--- src/rtl/common_types_pkg.sv ---
// Shared types for the memory-side blocks: the 32-bit data word and the
// arbiter state encoding, plus a small request decode helper.
package common_types_pkg;

  typedef logic [31:0] word_t;

  typedef enum logic [1:0] {
    IDLE = 2'd0,
    IACC = 2'd1,
    DACC = 2'd2,
    OACC = 2'd3
  } arb_state_t;

  // A port has work pending when it asks for a read or enables any byte write.
  function automatic logic is_pending(input logic ren, input logic [3:0] wen);
    return ren | (|wen);
  endfunction

endpackage

--- src/rtl/mem_arbiter.sv ---
// Single-port RAM arbiter between instruction and data requesters with
// starvation protection. Defining RAM_DUMP_OVERRIDE_EN adds an override port.
module mem_arbiter
  import common_types_pkg::*;
#(
  parameter int STARVE_LIMIT = 4
) (
  input  logic       clk,
  input  logic       rst,
  input  logic       iren,
  input  word_t      iaddr,
  output logic       iwait,
  output word_t      iload,
  input  logic       dren,
  input  logic [3:0] dwen,
  input  word_t      daddr,
  input  word_t      dstore,
  output logic       dwait,
  output word_t      dload,
`ifdef RAM_DUMP_OVERRIDE_EN
  input  logic       override_ctrl,
  input  logic       oren,
  input  logic [3:0] owen,
  input  word_t      oaddr,
  input  word_t      ostore,
  output word_t      oload,
  output logic       owait,
`endif
  output logic       ram_ren,
  output logic [3:0] ram_wen,
  output word_t      ram_addr,
  output word_t      ram_store,
  input  word_t      ram_load,
  input  logic       ram_ready
);

  localparam int CNT_W = $clog2(STARVE_LIMIT + 1);
  localparam logic [CNT_W-1:0] LIMIT_C = CNT_W'(STARVE_LIMIT);
  localparam logic [CNT_W-1:0] ONE_C   = CNT_W'(1);

  arb_state_t       state_r;
  arb_state_t       state_next_s;
  logic [CNT_W-1:0] starve_cnt_r;
  logic             d_pend_s;
  logic             i_first_s;

  assign d_pend_s  = is_pending(dren, dwen);
  // Instruction side wins when it has been passed over too often or data is idle.
  assign i_first_s = iren & ((starve_cnt_r == LIMIT_C) | ~d_pend_s);

  // State register.
  always_ff @(posedge clk) begin
    if (rst) begin
      state_r <= IDLE;
    end else begin
      state_r <= state_next_s;
    end
  end

  // Starvation counter: counts data grants taken while instructions wait.
  always_ff @(posedge clk) begin
    if (rst) begin
      starve_cnt_r <= {CNT_W{1'b0}};
    end else if ((state_r == IACC) && ram_ready) begin
      starve_cnt_r <= {CNT_W{1'b0}};
    end else if ((state_r == DACC) && ram_ready && iren && (starve_cnt_r != LIMIT_C)) begin
      starve_cnt_r <= starve_cnt_r + ONE_C;
    end else begin
      starve_cnt_r <= starve_cnt_r;
    end
  end

  // Next-state selection.
  always_comb begin
    state_next_s = state_r;
    case (state_r)
      IDLE: begin
`ifdef RAM_DUMP_OVERRIDE_EN
        if (override_ctrl) begin
          if (is_pending(oren, owen)) begin
            state_next_s = OACC;
          end else begin
            state_next_s = IDLE;
          end
        end else if (i_first_s) begin
          state_next_s = IACC;
        end else if (d_pend_s) begin
          state_next_s = DACC;
        end else begin
          state_next_s = IDLE;
        end
`else
        if (i_first_s) begin
          state_next_s = IACC;
        end else if (d_pend_s) begin
          state_next_s = DACC;
        end else begin
          state_next_s = IDLE;
        end
`endif
      end
      IACC, DACC, OACC: begin
        if (ram_ready) begin
          state_next_s = IDLE;
        end else begin
          state_next_s = state_r;
        end
      end
      default: state_next_s = IDLE;
    endcase
  end

  // RAM request mux and per-port completion; reset masks any in-flight access.
  always_comb begin
    ram_ren   = 1'b0;
    ram_wen   = 4'b0000;
    ram_addr  = 32'h0000_0000;
    ram_store = 32'h0000_0000;
    iwait     = iren;
    dwait     = d_pend_s;
    iload     = 32'h0000_0000;
    dload     = 32'h0000_0000;
`ifdef RAM_DUMP_OVERRIDE_EN
    owait     = is_pending(oren, owen);
    oload     = 32'h0000_0000;
`endif
    if (rst) begin
      ram_ren = 1'b0;
    end else begin
      case (state_r)
        IACC: begin
          ram_ren  = 1'b1;
          ram_addr = iaddr;
          if (ram_ready) begin
            iwait = 1'b0;
            iload = ram_load;
          end else begin
            iload = 32'h0000_0000;
          end
        end
        DACC: begin
          // Any byte enable makes it a write, even with dren also set.
          ram_ren   = (dwen == 4'b0000);
          ram_wen   = dwen;
          ram_addr  = daddr;
          ram_store = dstore;
          if (ram_ready) begin
            dwait = 1'b0;
            dload = ram_load;
          end else begin
            dload = 32'h0000_0000;
          end
        end
`ifdef RAM_DUMP_OVERRIDE_EN
        OACC: begin
          ram_ren   = (owen == 4'b0000);
          ram_wen   = owen;
          ram_addr  = oaddr;
          ram_store = ostore;
          if (ram_ready) begin
            owait = 1'b0;
            oload = ram_load;
          end else begin
            oload = 32'h0000_0000;
          end
        end
`endif
        default: ram_ren = 1'b0;
      endcase
    end
  end

endmodule

--- config.mk ---
export PLATFORM = sky130hd
export DESIGN_NAME = mem_arbiter
export DESIGN_NICKNAME = d
export VERILOG_FILES = /design/src/rtl/common_types_pkg.sv /design/src/rtl/mem_arbiter.sv
export SDC_FILE = /design/constraint.sdc
export NUM_CORES = 1
export LEC_CHECK = 0
export ABC_AREA = 1
export CORE_AREA = 2 2 105 107
export DETAILED_ROUTE_END_ITERATION = 7
export DIE_AREA = 0 0 107 109
export PLACE_DENSITY = 0.71
export SLEW_MARGIN = 5
export SYNTH_ARGS = -nofsm -noshare
export SYNTH_HDL_FRONTEND = slang
export SYNTH_SLANG_ARGS = --single-unit
--- constraint.sdc ---
create_clock -name clk -period 1.3 [get_ports clk]
set_input_delay 0.195 -clock clk [delete_from_list [all_inputs] [get_ports clk]]
set_output_delay 0.195 -clock clk [all_outputs]
set_load 0.02 [all_outputs]
### Word level (Yosys, flattened, before mapping)

Cells that the tools add are included.

* bits of input ports: 137
* register bits after elaboration: 5

* reduce and logical (&&, ||, !) cells: 9
* bitwise logic cells: 4
* add/subtract/negate cells: 1
* multiplexer cells: 23
* equal/unequal tests: 6

Operators by type and width (number)
* 2-to-1 mux 32 bit: 8
* case mux 32 bit (2 select lines): 1
* 2-to-1 mux 4 bit: 2
* 2-to-1 mux 1 bit: 7
* 2-to-1 mux 2 bit: 3
* equality test 2 bit, second input constant: 2
* logical AND 1 bit: 4
* logical NOT 4 bit: 1
* case mux 2 bit (2 select lines): 1
* OR reduction 4 bit: 1
* adder 3 x 1 -> 3 bit, second input constant: 1
* equality test 3 bit, second input constant: 1
* inequality test 3 bit, second input constant: 1
* OR reduction 3 bit: 1
* equality test 2 x 1 -> 1 bit, second input constant: 1
* logical NOT 2 bit: 1
* inequality test 2 bit, second input constant: 1
* OR 1 bit: 2
* case mux 1 bit (2 select lines): 1
* OR reduction 2 bit: 1
* AND 1 bit: 1
* NOT 1 bit: 1

### Longest topological paths before layout

* word-level depth: 7
* gate-level depth with buffers: 8
* gate-level depth less buffers: 7

### Least setup slack after synthesis

Ideal clock, no wire load.

* path kind: flip-flop to output port
* from: register state_r[0]
* to: output port ram_store[25]
* stages on the path, launching flop included: 8
* required time: 1105 ps
* path buffers: 3
* arrival: 1318 ps
* path slack: -213 ps
* path through: dfxtp_1 > inv_1 > ha_1 > buf_2 > buf_2 > buf_4 > nand2_1 > nor2_1

* longest elaborated chain between the ends: 3

Ends and longest elaborated chain
* from (decl): RTL line mem_arbiter.sv:41 `arb_state_t state_r;`
* from (signal assigned): RTL line mem_arbiter.sv:56 `state_r <= state_next_s;`
* equality test 2 bit: RTL line mem_arbiter.sv:130 `case (state_r)`
* 2-to-1 mux 32 bit: RTL line mem_arbiter.sv:130
* 2-to-1 mux 32 bit: RTL line mem_arbiter.sv:127 `if (rst) begin`
* to (decl): RTL line mem_arbiter.sv:32 `output word_t ram_store,`

No other way between the ends.

### Worst setup path in the final report

* from: register state_r[0]
* to: output port dload[30]

* longest elaborated chain between the ends: 3

Ends and longest elaborated chain
* equality test 2 bit: RTL line mem_arbiter.sv:130
* 2-to-1 mux 32 bit: RTL line mem_arbiter.sv:130
* 2-to-1 mux 32 bit: RTL line mem_arbiter.sv:127
* to (decl): RTL line mem_arbiter.sv:19 `output word_t dload,`

No other way between the ends.

==> out/metrics.cfg <==
[layout]
final_common_cell=clkdlybuf4s50_1
area_growth_syn_to_layout_pct=293
final_cell_mix=135 x clkdlybuf4s50_1, 131 x buf_6, 76 x nor2_4
nNetsFinal=788
fillers=914
drive_above_1_share_pct=57.7
antennaDiodeCount=0

[pwr]
p_per_area_nw_per_um2=324
p_sw_uw=823
seqPwrFrac_pct=8.0
finalPower_uw=2060
clkPwrFrac_pct=14.0
switching_share_pct=39.9
p_leak_uw=0.00254
p_int_uw=1240
pwr-share-comb_pct=78.0
ir_drop_mv=0.350

[placement]
port-buffer-count=271
hpwl_um=8620
gp_congestion=0.818
dp_slack_ns=-0.828

[sta]
finalSetupViolCount=138
clock_skew_ns=0.00122
min_period_ns=1.77
finalMaxSlewViolations=0
setup_ws_ns=-0.469
finalCritPeriodShare_pct=136
hold_viol=0
rsz0062_at_grt=yes
slew_headroom_pct=53.3
fmax_mhz=565
tightest_slew_ns=0.701

[global_routing]
grt_max_degree=37
antenna_found_initial=0
grt_pass1_vias=3289
grt_first_pass_wirelength_um=16300
overflow=0
grt_util_all_layers_pct=17.2

[drt]
vias=3301
vias_per_cell=4.21
ant_nets=0
drt-total-wl_um=11800
firstDrtPassIters=4
post_drt_wl_per_cell_um=15.0
drtIter0Drc=107
remaining_drc_errors=0

[floorplan]
io_pins=272
rows=38
start_util_pct=15.3
dieArea_um2=11700
dieWidth_um=107
design.core.area_um2=10600
die_h_um=109

[clock_tree]
cts_tree=done
clk_latency_ns=0.22
holdBufCountCts=0
htree_levels=1
clockBufferDepth=2
cts_buffers=3
cts-root-buf=clkbuf_8
cts.sinks=5
clkTransAtPathRegs_ns=0.03

[worst_hold_path]
hold_path_end=state_r[1]$_SDFFE_PP0P_
hold_class=in -> reg
holdPathStages=2
hold_start=rst

[synth]
synth_fp_nets=485
seq_area_frac_synth_pct=6.18
syn_inst=343
ys_types=19
netlist_area_um2=1620
yosys_warnings=0
avgSynthCellArea_um2=4.72
ys_seq_elements=5

[worst_setup_path]
path_max_fanout=8
end_kind=primary output
critical_path.reg2reg.endpoint=starve_cnt_r[1]$_SDFFE_PP0P_
crit_arrival_ns=1.57
crit_path_start_kind=register
crit_type=reg -> out
cp_data_required_time_ns=1.11
r2r_start=state_r[1]$_SDFFE_PP0P_
rr_worst_depth=8
r2r_slack_ns=-0.25

[run]
drv_cap=0

[run_status]
outcome=complete, but fails checks
violations=setup timing

[cells by family after synthesis]
| family | share of synthesized area, % |
|---|---|
| flip-flops | 6.18 |
| XOR/XNOR | 0.541 |
| buffers and inverters | 19.7 |
| AO/OA/AOI/OAI | 13.1 |
| adder cells (fa/ha/maj) | 3.86 |
| AND/OR/NAND/NOR | 56.6 |
[what timing repair did]
action,CTS,global route
pin swaps,3,24
resized for setup,676,210
cloned,4,8
setup buffers,11,6
endpoints found under the setup margin,138,138
[power by group through the flow]
| stage | sequential, µW | clock [µW] | combinational [µW] |
|---|---|---|---|
| floorplan | 166 | 0 | 632 |
| global placement | 166 | 0 | 1310 |
| detailed placement | 167 | 0 | 1330 |
| CTS | 167 | 294 | 1390 |
| global route | 166 | 299 | 1700 |
| finish | 166 | 288 | 1610 |
[worst max-delay path by stage]
stage / from / to / cells after the start
after CTS: state_r[0]$_SDFFE_PP0P_ / ram_addr[0] / 6
after global routing: state_r[0]$_SDFFE_PP0P_ / dload[30] / 9
after global placement: ram_ready / iload[5] / 7
after floorplan: state_r[0]$_SDFFE_PP0P_ / dload[10] / 8
after detailed placement: ram_ready / iload[20] / 7
final: state_r[0]$_SDFFE_PP0P_ / dload[30] / 9
[registers in the layout, indices dropped and copies added (netlist names)]
signal	count
starve_cnt_r	3
state_r	2
[worst max-delay path, stage by stage, from the launching register on]
cell and delay, ns:
dfxtp_4 0.36, inv_4 0.06, ha_4 0.16, inv_4 0.04
nor2_4 0.12, nand2_4 0.11, buf_12 0.17, buf_12 0.13
nor2_4 0.07, buf_6 0.12
[cell type report]
| class | instances | area (µm²) | area share, % |
|---|---|---|---|
| clock buffers | 4 | 45.0 | 0.707 |
| inverters | 46 | 185 | 2.91 |
| multi-input cells | 267 | 2270 | 35.7 |
| flip-flops and latches | 5 | 108 | 1.69 |
| well taps | 140 | 175 | 2.75 |
| repair buffers | 323 | 3590 | 56.3 |
[synthesized netlist by cell type]
master    count  area share [%]
nand2_1     109              25
nor2_1       74              17
inv_1        43              10
a21oi_1      37              11
nor2_2       30              12
buf_2        18             5.6
dfxtp_1       5             6.2
ha_1          5             3.9
nand3_1       5             1.5
buf_6         3             2.1
inv_2         3            0.70
a21boi_0      2            0.93
buf_4         2            0.93
clkbuf_1      2            0.46
nand4_1       1            0.39
nor3_2        1            0.62
o211ai_1      1            0.46
o21ai_0       1            0.31
xor2_1        1            0.54
[routing by layer]
layer / global-route usage, % / vias to the layer above / wire [µm]
li1: - / 1626 / -
met1: 19.7 / 1536 / 4320
met4: 1.76 / 0 / 104
met3: 2.57 / 11 / 713
met2: 34.5 / 128 / 6670
met5: 0 / - / 0
[stage by stage]
step | setup TNS (ns) | cells | utilization [%] | area [µm²] | hold WS, ns
floorplan | -8.96 | 343 | - | 2620 | 0.347
global placement | -90.07 | 756 | 52.5 | 5560 | 0.460
detailed placement | -93.70 | 756 | 52.5 | 5560 | 0.480
CTS | -58.69 | 775 | 54.9 | 5820 | 0.272
global route | -59.31 | 785 | 60.1 | 6370 | 0.302
finish | -50.41 | 785 | 60.1 | 6370 | 0.288
No activity file was read; power rests on OpenSTA's default activity.
